===== src/rtl/imm_gen.sv =====
`default_nettype none
// ============================================================================
// Module   : imm_gen
// Purpose  : Registered RV32 immediate generator for the decode stage.
//            Classifies the instruction format from the opcode, builds the
//            sign-extended immediate, and registers immediate, format code,
//            illegal flag and valid through one stall/flush-aware stage.
// Revision : 1.0 - initial release
// ============================================================================
module imm_gen (
    input  logic        clk,
    input  logic        rst_n,
    input  logic        stall_i,
    input  logic        flush_i,
    input  logic        instr_valid_i,
    input  logic [31:0] instruction,
    output logic [31:0] imm_out,
    output logic        imm_valid_o,
    output logic [2:0]  imm_fmt_o,
    output logic        illegal_o
);

    // Supported opcodes
    localparam logic [6:0] c_OPC_LOAD      = 7'b0000011;
    localparam logic [6:0] c_OPC_MISC_MEM  = 7'b0001111;
    localparam logic [6:0] c_OPC_OP_IMM    = 7'b0010011;
    localparam logic [6:0] c_OPC_OP_IMM_32 = 7'b0011011;
    localparam logic [6:0] c_OPC_JALR      = 7'b1100111;
    localparam logic [6:0] c_OPC_SYSTEM    = 7'b1110011;
    localparam logic [6:0] c_OPC_STORE     = 7'b0100011;
    localparam logic [6:0] c_OPC_BRANCH    = 7'b1100011;
    localparam logic [6:0] c_OPC_LUI       = 7'b0110111;
    localparam logic [6:0] c_OPC_AUIPC     = 7'b0010111;
    localparam logic [6:0] c_OPC_JAL       = 7'b1101111;
    localparam logic [6:0] c_OPC_OP        = 7'b0110011;
    localparam logic [6:0] c_OPC_OP_32     = 7'b0111011;

    // Format codes
    localparam logic [2:0] c_FMT_R   = 3'd0;
    localparam logic [2:0] c_FMT_I   = 3'd1;
    localparam logic [2:0] c_FMT_S   = 3'd2;
    localparam logic [2:0] c_FMT_B   = 3'd3;
    localparam logic [2:0] c_FMT_U   = 3'd4;
    localparam logic [2:0] c_FMT_J   = 3'd5;
    localparam logic [2:0] c_FMT_ILL = 3'd7;

    logic [6:0]  w_opcode;
    logic [31:0] w_imm;
    logic [2:0]  w_fmt;
    logic        w_illegal;

    logic [31:0] r_imm;
    logic [2:0]  r_fmt;
    logic        r_illegal;
    logic        r_valid;

    assign w_opcode = instruction[6:0];

    // Combinational format classification and immediate assembly
    always_comb begin
        w_imm     = 32'h0;
        w_fmt     = c_FMT_ILL;
        w_illegal = 1'b1;
        if (instruction[1:0] == 2'b11) begin
            case (w_opcode)
                c_OPC_LOAD, c_OPC_MISC_MEM, c_OPC_OP_IMM,
                c_OPC_OP_IMM_32, c_OPC_JALR, c_OPC_SYSTEM: begin
                    // Shift-immediates deliberately pass the raw I field
                    w_imm     = {{20{instruction[31]}}, instruction[31:20]};
                    w_fmt     = c_FMT_I;
                    w_illegal = 1'b0;
                end
                c_OPC_STORE: begin
                    w_imm     = {{20{instruction[31]}}, instruction[31:25],
                                 instruction[11:7]};
                    w_fmt     = c_FMT_S;
                    w_illegal = 1'b0;
                end
                c_OPC_BRANCH: begin
                    w_imm     = {{19{instruction[31]}}, instruction[31],
                                 instruction[7], instruction[30:25],
                                 instruction[11:8], 1'b0};
                    w_fmt     = c_FMT_B;
                    w_illegal = 1'b0;
                end
                c_OPC_LUI, c_OPC_AUIPC: begin
                    w_imm     = {instruction[31:12], 12'h000};
                    w_fmt     = c_FMT_U;
                    w_illegal = 1'b0;
                end
                c_OPC_JAL: begin
                    w_imm     = {{11{instruction[31]}}, instruction[31],
                                 instruction[19:12], instruction[20],
                                 instruction[30:21], 1'b0};
                    w_fmt     = c_FMT_J;
                    w_illegal = 1'b0;
                end
                c_OPC_OP, c_OPC_OP_32: begin
                    w_imm     = 32'h0;
                    w_fmt     = c_FMT_R;
                    w_illegal = 1'b0;
                end
                default: begin
                    w_imm     = 32'h0;
                    w_fmt     = c_FMT_ILL;
                    w_illegal = 1'b1;
                end
            endcase
        end
    end

    // Output stage: flush beats stall; data loads even when the word is invalid
    always_ff @(posedge clk or negedge rst_n) begin
        if (!rst_n) begin
            r_imm     <= 32'h0;
            r_fmt     <= c_FMT_R;
            r_illegal <= 1'b0;
            r_valid   <= 1'b0;
        end else if (flush_i) begin
            r_imm     <= 32'h0;
            r_fmt     <= c_FMT_R;
            r_illegal <= 1'b0;
            r_valid   <= 1'b0;
        end else if (!stall_i) begin
            r_imm     <= w_imm;
            r_fmt     <= w_fmt;
            r_illegal <= w_illegal;
            r_valid   <= instr_valid_i;
        end
    end

    assign imm_out     = r_imm;
    assign imm_fmt_o   = r_fmt;
    assign illegal_o   = r_illegal;
    assign imm_valid_o = r_valid;

endmodule
`default_nettype wire


===== config.mk =====
export PLATFORM = sky130hd
export DESIGN_NAME = imm_gen
export DESIGN_NICKNAME = d
export VERILOG_FILES = /design/src/rtl/imm_gen.sv
export SDC_FILE = /design/constraint.sdc
export NUM_CORES = 1
export LEC_CHECK = 0
export ABC_AREA = 1
export BUFFER_PORTS_ARGS = -buffer_cell sky130_fd_sc_hd__buf_2
export CORE_AREA = 2 2 123 65
export DETAILED_ROUTE_END_ITERATION = 8
export DIE_AREA = 0 0 125 67
export MAX_ROUTING_LAYER = met4
export PLACE_DENSITY_LB_ADDON = 0.12
export SETUP_SLACK_MARGIN = 0.5
export SYNTH_ARGS = -nofsm -noshare
export SYNTH_HDL_FRONTEND = slang
export SYNTH_SLANG_ARGS = --single-unit
export TNS_END_PERCENT = 20

===== constraint.sdc =====
create_clock -name clk -period 0.8 [get_ports clk]
set_input_delay 0.08 -clock clk [delete_from_list [all_inputs] [get_ports clk]]
set_output_delay 0.08 -clock clk [all_outputs]
set_load 0.05 [all_outputs]

==> results of run 1 <==
stage by stage:
stage	util	setup slack [ns]	power [µW]
6_report	0.523	-0.272	4720
5_1_grt	0.523	-0.318	4960
4_1_cts	0.482	-0.327	4670
3_5_place_dp	0.399	-0.673	2570
3_3_place_gp	0.399	-0.655	2560
2_1_floorplan	-	-0.313	2240
final cells by class:
cell class | instances | area share
timing repair buffer | 121 | 0.290
clock inverter | 1 | 0.00199
clock buffer | 6 | 0.0368
tap | 96 | 0.0319
inverter | 26 | 0.0299
multi-input combinational | 229 | 0.364
sequential | 37 | 0.246
layout by cell type, fill, tap and decap left out, types with 2 or more instances in the layout:
cell,synthesis,layout
sky130_fd_sc_hd__nand2_1,122,96
sky130_fd_sc_hd__buf_6,1,49
sky130_fd_sc_hd__dfrtp_1,37,37
sky130_fd_sc_hd__buf_4,3,35
sky130_fd_sc_hd__nand2_2,23,31
sky130_fd_sc_hd__buf_2,2,30
sky130_fd_sc_hd__nor2_1,30,22
sky130_fd_sc_hd__inv_1,21,20
sky130_fd_sc_hd__nand2_4,0,16
sky130_fd_sc_hd__o21ai_0,16,14
sky130_fd_sc_hd__nor2_4,3,11
sky130_fd_sc_hd__nand3_1,10,7
sky130_fd_sc_hd__a21oi_2,0,7
sky130_fd_sc_hd__clkbuf_16,0,5
sky130_fd_sc_hd__buf_12,1,4
sky130_fd_sc_hd__inv_2,4,3
sky130_fd_sc_hd__nand3_2,3,3
sky130_fd_sc_hd__nor2_2,1,3
sky130_fd_sc_hd__nand3_4,0,3
sky130_fd_sc_hd__a21oi_1,10,3
sky130_fd_sc_hd__nand2_8,0,2
sky130_fd_sc_hd__nand4_1,2,2
sky130_fd_sc_hd__o21ai_2,0,2
final timing paths:
check                                         startpoint                       end  slack, ns  depth (start not counted)
worst max-delay path                      instruction[0]    imm_out[3]$_DFFE_PN0P_      -0.27                         12
worst min-delay path                               rst_n    imm_out[9]$_DFFE_PN0P_      -0.32                          1
worst max register to register  imm_fmt_o[2]$_DFFE_PN0P_  imm_fmt_o[2]$_DFFE_PN0P_       0.05                          2
worst min register to register    imm_out[0]$_DFFE_PN0P_    imm_out[0]$_DFFE_PN0P_       0.50                          2
max in group asynchronous                          rst_n   imm_out[16]$_DFFE_PN0P_       0.69                          2
min in group clk                           instr_valid_i   imm_valid_o$_DFFE_PN0P_       0.04                          2
layer usage:
| layer | part of all wire | track usage | up-vias |
|---|---|---|---|
| li1 | - | - | 1171 |
| met1 | 0.50 | 0.246 | 1097 |
| met2 | 0.43 | 0.248 | 56 |
| met3 | 0.056 | 0.0361 | 4 |
| met4 | 0.0060 | 0.0375 | 0 |
| met5 | 0 | - | - |
worst register-to-register path: stages, from the launching register on:
cell and delay (ns):
sky130_fd_sc_hd__dfrtp_1 0.39, sky130_fd_sc_hd__a22oi_1 0.17, sky130_fd_sc_hd__nand2_1 0.07
cell families after synthesis:
| group | after synthesis |
|---|---|
| DFF | 37 |
| AOI/OAI and AO/OA | 29 |
| and+or+nand+nor | 198 |
| buffers and inverters | 36 |
power by group:
| part | internal, µW | leakage [µW] | switching, µW | total, µW |
|---|---|---|---|---|
| logic | 346 | 0.00166 | 489 | 835 |
| registers | 1900 | 0.000511 | 20.3 | 1920 |
| clock network | 1220 | 0.0000690 | 745 | 1970 |
| total | 3470 | 0.00224 | 1250 | 4720 |
state kept, by name (all words and copies together), names as in the netlist:
register and count:
imm_out 32, imm_fmt_o 3, illegal_o 1, imm_valid_o 1
timing repair:
| action | 4_1_cts | 5_1_grt |
|---|---|---|
| pin swaps | 7 | 29 |
| gates cloned | 3 | 0 |
| hold endpoints to repair | 37 | 37 |
| setup buffers | 7 | 3 |
| gates resized for setup | 102 | 76 |
| endpoints found under the setup margin | 74 | 74 |
==> reports/metrics.sh, run 1 <==
STATUS='finished with violations'
VIOLATED_CHECKS='negative hold slack, negative setup slack'
MULTIPLEXER_SHARE_OF_THE_SYNTHESIZED_AREA=0
PLACED_WIRE_LENGTH_ESTIMATE_UM=4790
WIRE_LENGTH_OF_THE_FIRST_GLOBAL_ROUTING_PASS_UM=11000
GR-USAGE-ALL-LAYERS=0.171
FINAL_CELL_COUNT_NO_FILL=516
PLACED_CELLS_INCL_TAPS=496
SYNTH_CELLS=300
SYNTH_LARGEST_TYPE_AREA_FRACTION=0.433
MULTIINPUTGATEAREA_UM2=1370
CP.BUFFERS_INVERTERS=5
SYNTH_ENABLE_FLOP_CELLS=0
CRIT_ARRIVAL_NS=1.23
CLK_TRANSITION_REPORTED_PATHS_NS=0.06
SEQUENTIAL_FRACTION_OF_THE_SYNTHESIS_AREA=0.433
TOTAL_OF_FLIP_FLOPS_PLUS_LATCHES_AFTER_SYNTHESIS=37
SETUP.WORST_PATH.END_CLASS='flop'
WHS_NS=-0.325
SEQUENTIAL_CELL_AREA_UM2=926
GP_CONGESTION=0.870
AREA.GROWTH.SYNTH_TO_FINAL_PCT=76.4
ANT_NETS=0
CP_CELL_SEQUENCE='buf_8 > nand2_8 > inv_8 > buf_6 > buf_6 > nand3_4 > nand3_4 > nor2_4 > buf_6 > nor2_8 > nand2_1 > nand2_1'
WORST_SKEW_PAIR.LATE_LATENCY_NS=0.27
FIN_WS_NS=-0.272
TIMING.CRITICAL_PATH.REQUIRED_NS=0.96
SYNTH_LARGEST_AREA_CELL='sky130_fd_sc_hd__dfrtp_1'
SYNTH_COMPOUND_AREA_FRAC=0.0720
CP_SLOWEST_STAGE_DELAY_NS=0.19
DIE_HEIGHT_UM=67
PATH_COMMON_CELL='sky130_fd_sc_hd__buf_6'
TIMING.CRITICAL_PATH.MAX_DELAY_FAMILY='simple AND/OR/NAND/NOR gates'
POST_SYNTH_INSTANCE_AREA_UM2=2140
YS_TYPES=26
CTS_ROOT_CELL='sky130_fd_sc_hd__clkbuf_16'
SYNTH.TOP_CELLS.BY_AREA='sky130_fd_sc_hd__dfrtp_1 43%, sky130_fd_sc_hd__nand2_1 21%, sky130_fd_sc_hd__nand2_2 6.7%'
PERIOD_SHARE=1.34
CLOCK-SINKS=37
YS_ASYNC_SR_FRACTION=1.00
GRT-OVFL-TOTAL=0
POWER_DENSITY_nW_PER_UM2=1250
TIMING.FINAL.SETUP_VIOLATIONS=73
GRT_PASS1_VIAS=2212
FINAL.SETUP_SKEW_NS=0
IR_DROP_V=0.00104
BUFFER_PORTS.INSERTED=73
TIMING_HOLD_VIOLATIONS_FINAL=37
CTS.PATH.MAX_BUFFERS=2
PLACEABLECOREAREA_UM2=7210
NUMBER_OF_STANDARD_CELL_ROWS_IN_THE_FLOORPLAN=22
GRT_MAX_DEGREE=29
MAXSLEWHEADROOM=0.816
CRIT_PATH_START_KIND='input pin'
START_UTIL=0.296
CRITPATHMAXFANOUT=7
YOSYSWARNINGCOUNT=0
SYNTH_SIMPLE_GATE_AREA_FRAC=0.414
DETAIL_ROUTE.DRC_VIOLATIONS=0
DESIGN_AREA_UM2=3770
WORST_SLEW_PIN_SLEW_NS=0.275
CTS_TREE='yes'
VIA_PER_INST=4.51
DRIVE_GT1_FRAC=0.512
DRT_ITER0_MARKERS=97
TOTALWIRELENGTH_UM=6830
COMBINATIONAL_FAMILY_WITH_THE_MOST_AREA_AFTER_SYNTHESIS='simple AND/OR/NAND/NOR gates'
POST_DRT_WL_PER_CELL_UM=13.2
CELLLEAKAGEPOWER_uW=0.00224
SETUP_TNS_NS=-11.72
HTREEDEPTH=2
PATH_CLASS='input pin to flop'
POST_SYNTH_XOR_AREA_FRACTION=0
POST-SYNTH-TOP-COUNT-CELL='sky130_fd_sc_hd__nand2_1'
DIE_OUTLINE_AREA_UM2=8380
MIN_PATH_TYPE='input pin to async pin'
MAX_CAP_VIOL_COUNT=0
GRT_SETUP_UNREPAIRED='yes'
SYNTH_FF_TYPE='sky130_fd_sc_hd__dfrtp_1'
CP_SLOWEST_CELL='sky130_fd_sc_hd__nor2_4'
TOTAL_NUMBER_OF_NETS_IN_THE_FINAL_DESIGN=457
FINAL.FILL_COUNT=683
SYNTH_ADDER_AREA_SHARE=0
DPL_CELL_AREA_UM2=2880
DRT-PASS1-ITER-COUNT=4
SYNTH.CELLS.MOST_FREQUENT='122 x sky130_fd_sc_hd__nand2_1, 37 x sky130_fd_sc_hd__dfrtp_1, 30 x sky130_fd_sc_hd__nor2_1, 23 x sky130_fd_sc_hd__nand2_2, 21 x sky130_fd_sc_hd__inv_1'
DR_TOTAL_VIAS=2328
FP.DIEW_UM=125
POST-ROUTE-MIN-PERIOD_NS=1.07
MAX_CLOCK_FREQ_GHz=0.933
CTS_BUFFERS=5
SLEW_VIOL_FINAL=0
NUMBER_OF_PRIMARY_I_O_PINS=74
SYN-NUM-NETS=337
ANTENNADIODECOUNT=0
SYN_AVG_CELL_AREA_UM2=7.13
ANTENNA_FOUND_INITIAL=0
No activity file was read; power rests on OpenSTA's default activity.
==> run 2, diff against run 1 <==
Settings changed: RECOVER_POWER set to 100.
==> reports/metrics.sh, run 2 (same netlist as run 1, synthesis figures left out) <==
GRT_SETUP_UNREPAIRED='yes'
MIN_PATH_TYPE='input pin to async pin'
TIMING.CRITICAL_PATH.REQUIRED_NS=0.96
COMMONEST_NON_FILL_NON_TAP_CELL_IN_THE_LAYOUT='sky130_fd_sc_hd__nand2_1'
TIMING_HOLD_VIOLATIONS_FINAL=9
SWITCHINGPOWER_uW=1260
GR-USAGE-ALL-LAYERS=0.171
AREA.GROWTH.SYNTH_TO_FINAL_PCT=75.7
BUFFER_PORTS.INSERTED=73
VIA_PER_INST=4.52
WHS_NS=-0.230
FP.DIEW_UM=125
STATUS='finished with violations'
POST_DRT_WL_PER_CELL_UM=13.3
GP_CONGESTION=0.870
WORSTREG2REGEND='imm_fmt_o[2]$_DFFE_PN0P_'
SW_FRAC_OF_TOTAL=0.267
CTS.PATH.MAX_BUFFERS=2
CP_SLOWEST_STAGE_DELAY_NS=0.19
FIN_WS_NS=-0.279
REG2REG_DEPTH=2
CLOCK-SINKS=37
POWER_FRAC_SEQ=0.407
POST-ROUTE-MIN-PERIOD_NS=1.08
GRT-OVFL-TOTAL=0
PATH_COMMON_CELL='sky130_fd_sc_hd__buf_6'
PLACED_WIRE_LENGTH_ESTIMATE_UM=4790
DIE_HEIGHT_UM=67
CELLLEAKAGEPOWER_uW=0.00223
ANTENNA_FOUND_INITIAL=0
WIRE_LENGTH_OF_THE_FIRST_GLOBAL_ROUTING_PASS_UM=11000
MOST_FREQUENT_CELLS_IN_THE_LAYOUT='96 x sky130_fd_sc_hd__nand2_1, 49 x sky130_fd_sc_hd__buf_6, 37 x sky130_fd_sc_hd__dfrtp_1'
CTS_ROOT_CELL='sky130_fd_sc_hd__clkbuf_16'
DETAIL_ROUTE.DRC_VIOLATIONS=0
TOTAL_NUMBER_OF_NETS_IN_THE_FINAL_DESIGN=457
ANT_NETS=0
CRIT_ARRIVAL_NS=1.24
MAX_CAP_VIOL_COUNT=0
CP_SLOWEST_CELL='sky130_fd_sc_hd__nor2_4'
POWER.CLOCK.FRACTION=0.417
WORST_SKEW_PAIR.LATE_LATENCY_NS=0.27
HTREEDEPTH=2
MAXSLEWHEADROOM=0.624
FINAL_CELL_COUNT_NO_FILL=516
PLACEABLECOREAREA_UM2=7210
CTS_TREE='yes'
PLACED_CELLS_INCL_TAPS=496
PERIOD_SHARE=1.35
PATH_CLASS='input pin to flop'
START_UTIL=0.296
DIE_OUTLINE_AREA_UM2=8380
POWER_REPORT.INTERNAL_TOTAL_uW=3460
CRITPATHMAXFANOUT=7
FINAL.FILL_COUNT=684
CRIT-REG2REG-LAUNCH='imm_fmt_o[2]$_DFFE_PN0P_'
FINAL_CORE_UTILIZATION=0.521
IR_DROP_V=0.00104
GRT_MAX_DEGREE=29
DRT_ITER0_MARKERS=98
WORST_SLEW_PIN_SLEW_NS=0.564
POWER_DENSITY_nW_PER_UM2=1260
SLEW_VIOL_FINAL=0
TIMING.FINAL.SETUP_VIOLATIONS=73
WORST-R2R-SETUP-SLACK_NS=0.05
NUMBER_OF_PRIMARY_I_O_PINS=74
GRT_PASS1_VIAS=2212
VIOLATED_CHECKS='negative hold slack, negative setup slack'
SETUP.WORST_PATH.END_CLASS='flop'
TOTALWIRELENGTH_UM=6880
CLK_TRANSITION_REPORTED_PATHS_NS=0.06
MAX_CLOCK_FREQ_GHz=0.927
LARGEST_REG_FLOPS=32
FINAL.SETUP_SKEW_NS=0
CTS_BUFFERS=5
NUMBER_OF_STANDARD_CELL_ROWS_IN_THE_FLOORPLAN=22
DRT-PASS1-ITER-COUNT=4
DRIVE_GT1_FRAC=0.510
CRIT_PATH_START_KIND='input pin'
DR_TOTAL_VIAS=2334
ANTENNADIODECOUNT=0
CP_CELL_SEQUENCE='buf_8 > nand2_8 > inv_8 > buf_6 > buf_6 > nand3_4 > nand3_4 > nor2_4 > buf_6 > nor2_8 > nand2_1 > nand2_1'
COMBPWRFRAC=0.176
-- run 2: what timing repair did --
| item | CTS | global route |
|---|---|---|
| endpoints found under the setup margin | 74 | 74 |
| pin swaps | 7 | 29 |
| cloned | 3 | 0 |
| setup buffers | 7 | 3 |
| endpoints found under the hold margin | 37 | 37 |
| gates resized for setup | 102 | 76 |
-- run 2: stage by stage --
step / instance area, µm² / total power (µW) / setup WS [ns] / setup TNS, ns
after global placement: 2880 / 2560 / -0.655 / -21.37
final: 3760 / 4720 / -0.279 / -11.91
after floorplan: 2160 / 2240 / -0.313 / -9.27
after detailed placement: 2880 / 2570 / -0.673 / -22.27
after CTS: 3480 / 4670 / -0.327 / -14.88
after global routing: 3760 / 4950 / -0.318 / -14.72
-- run 2: layout make-up --
cell class | count | area, µm² | area share
clock buffers | 6 | 139 | 0.0370
inverters | 26 | 113 | 0.0300
clock inverters | 1 | 7.51 | 0.00200
well taps | 96 | 120 | 0.0320
multi-input cells | 229 | 1370 | 0.365
flip-flops and latches | 37 | 926 | 0.246
repair buffers | 121 | 1080 | 0.288
-- run 2: power by group through the flow --
stage | Combinational (µW) | Clock [µW] | Sequential, µW
after global placement | 616 | 0 | 1940
after global routing | 885 | 2140 | 1920
final | 829 | 1970 | 1920
after CTS | 730 | 2020 | 1920
after floorplan | 203 | 0 | 2040
after detailed placement | 622 | 0 | 1950
-- run 2: routing by layer --
layer	vias to the layer above	routed length [µm]	track usage
met1	1099	3490	0.246
met2	59	2980	0.248
li1	1172	-	-
met5	-	0	-
met3	4	374	0.0361
met4	0	41	0.0375
-- run 2: worst max-delay path by stage --
stage	start	endpoint	slack [ns]	cells after the start
floorplan	instruction[3]	imm_out[21]$_DFFE_PN0P_	-0.31	10
global placement	instruction[2]	imm_out[16]$_DFFE_PN0P_	-0.65	12
detailed placement	instruction[2]	imm_out[23]$_DFFE_PN0P_	-0.67	9
CTS	instruction[1]	imm_out[23]$_DFFE_PN0P_	-0.33	12
global route	instruction[5]	imm_out[11]$_DFFE_PN0P_	-0.32	10
finish	instruction[0]	imm_out[3]$_DFFE_PN0P_	-0.28	12
-- run 2: critical path, delay by kind of cell --
| family | cells | cell delay [ns] |
|---|---|---|
| buf+inv | 5 | 0.52 |
| simple gates | 7 | 0.63 |
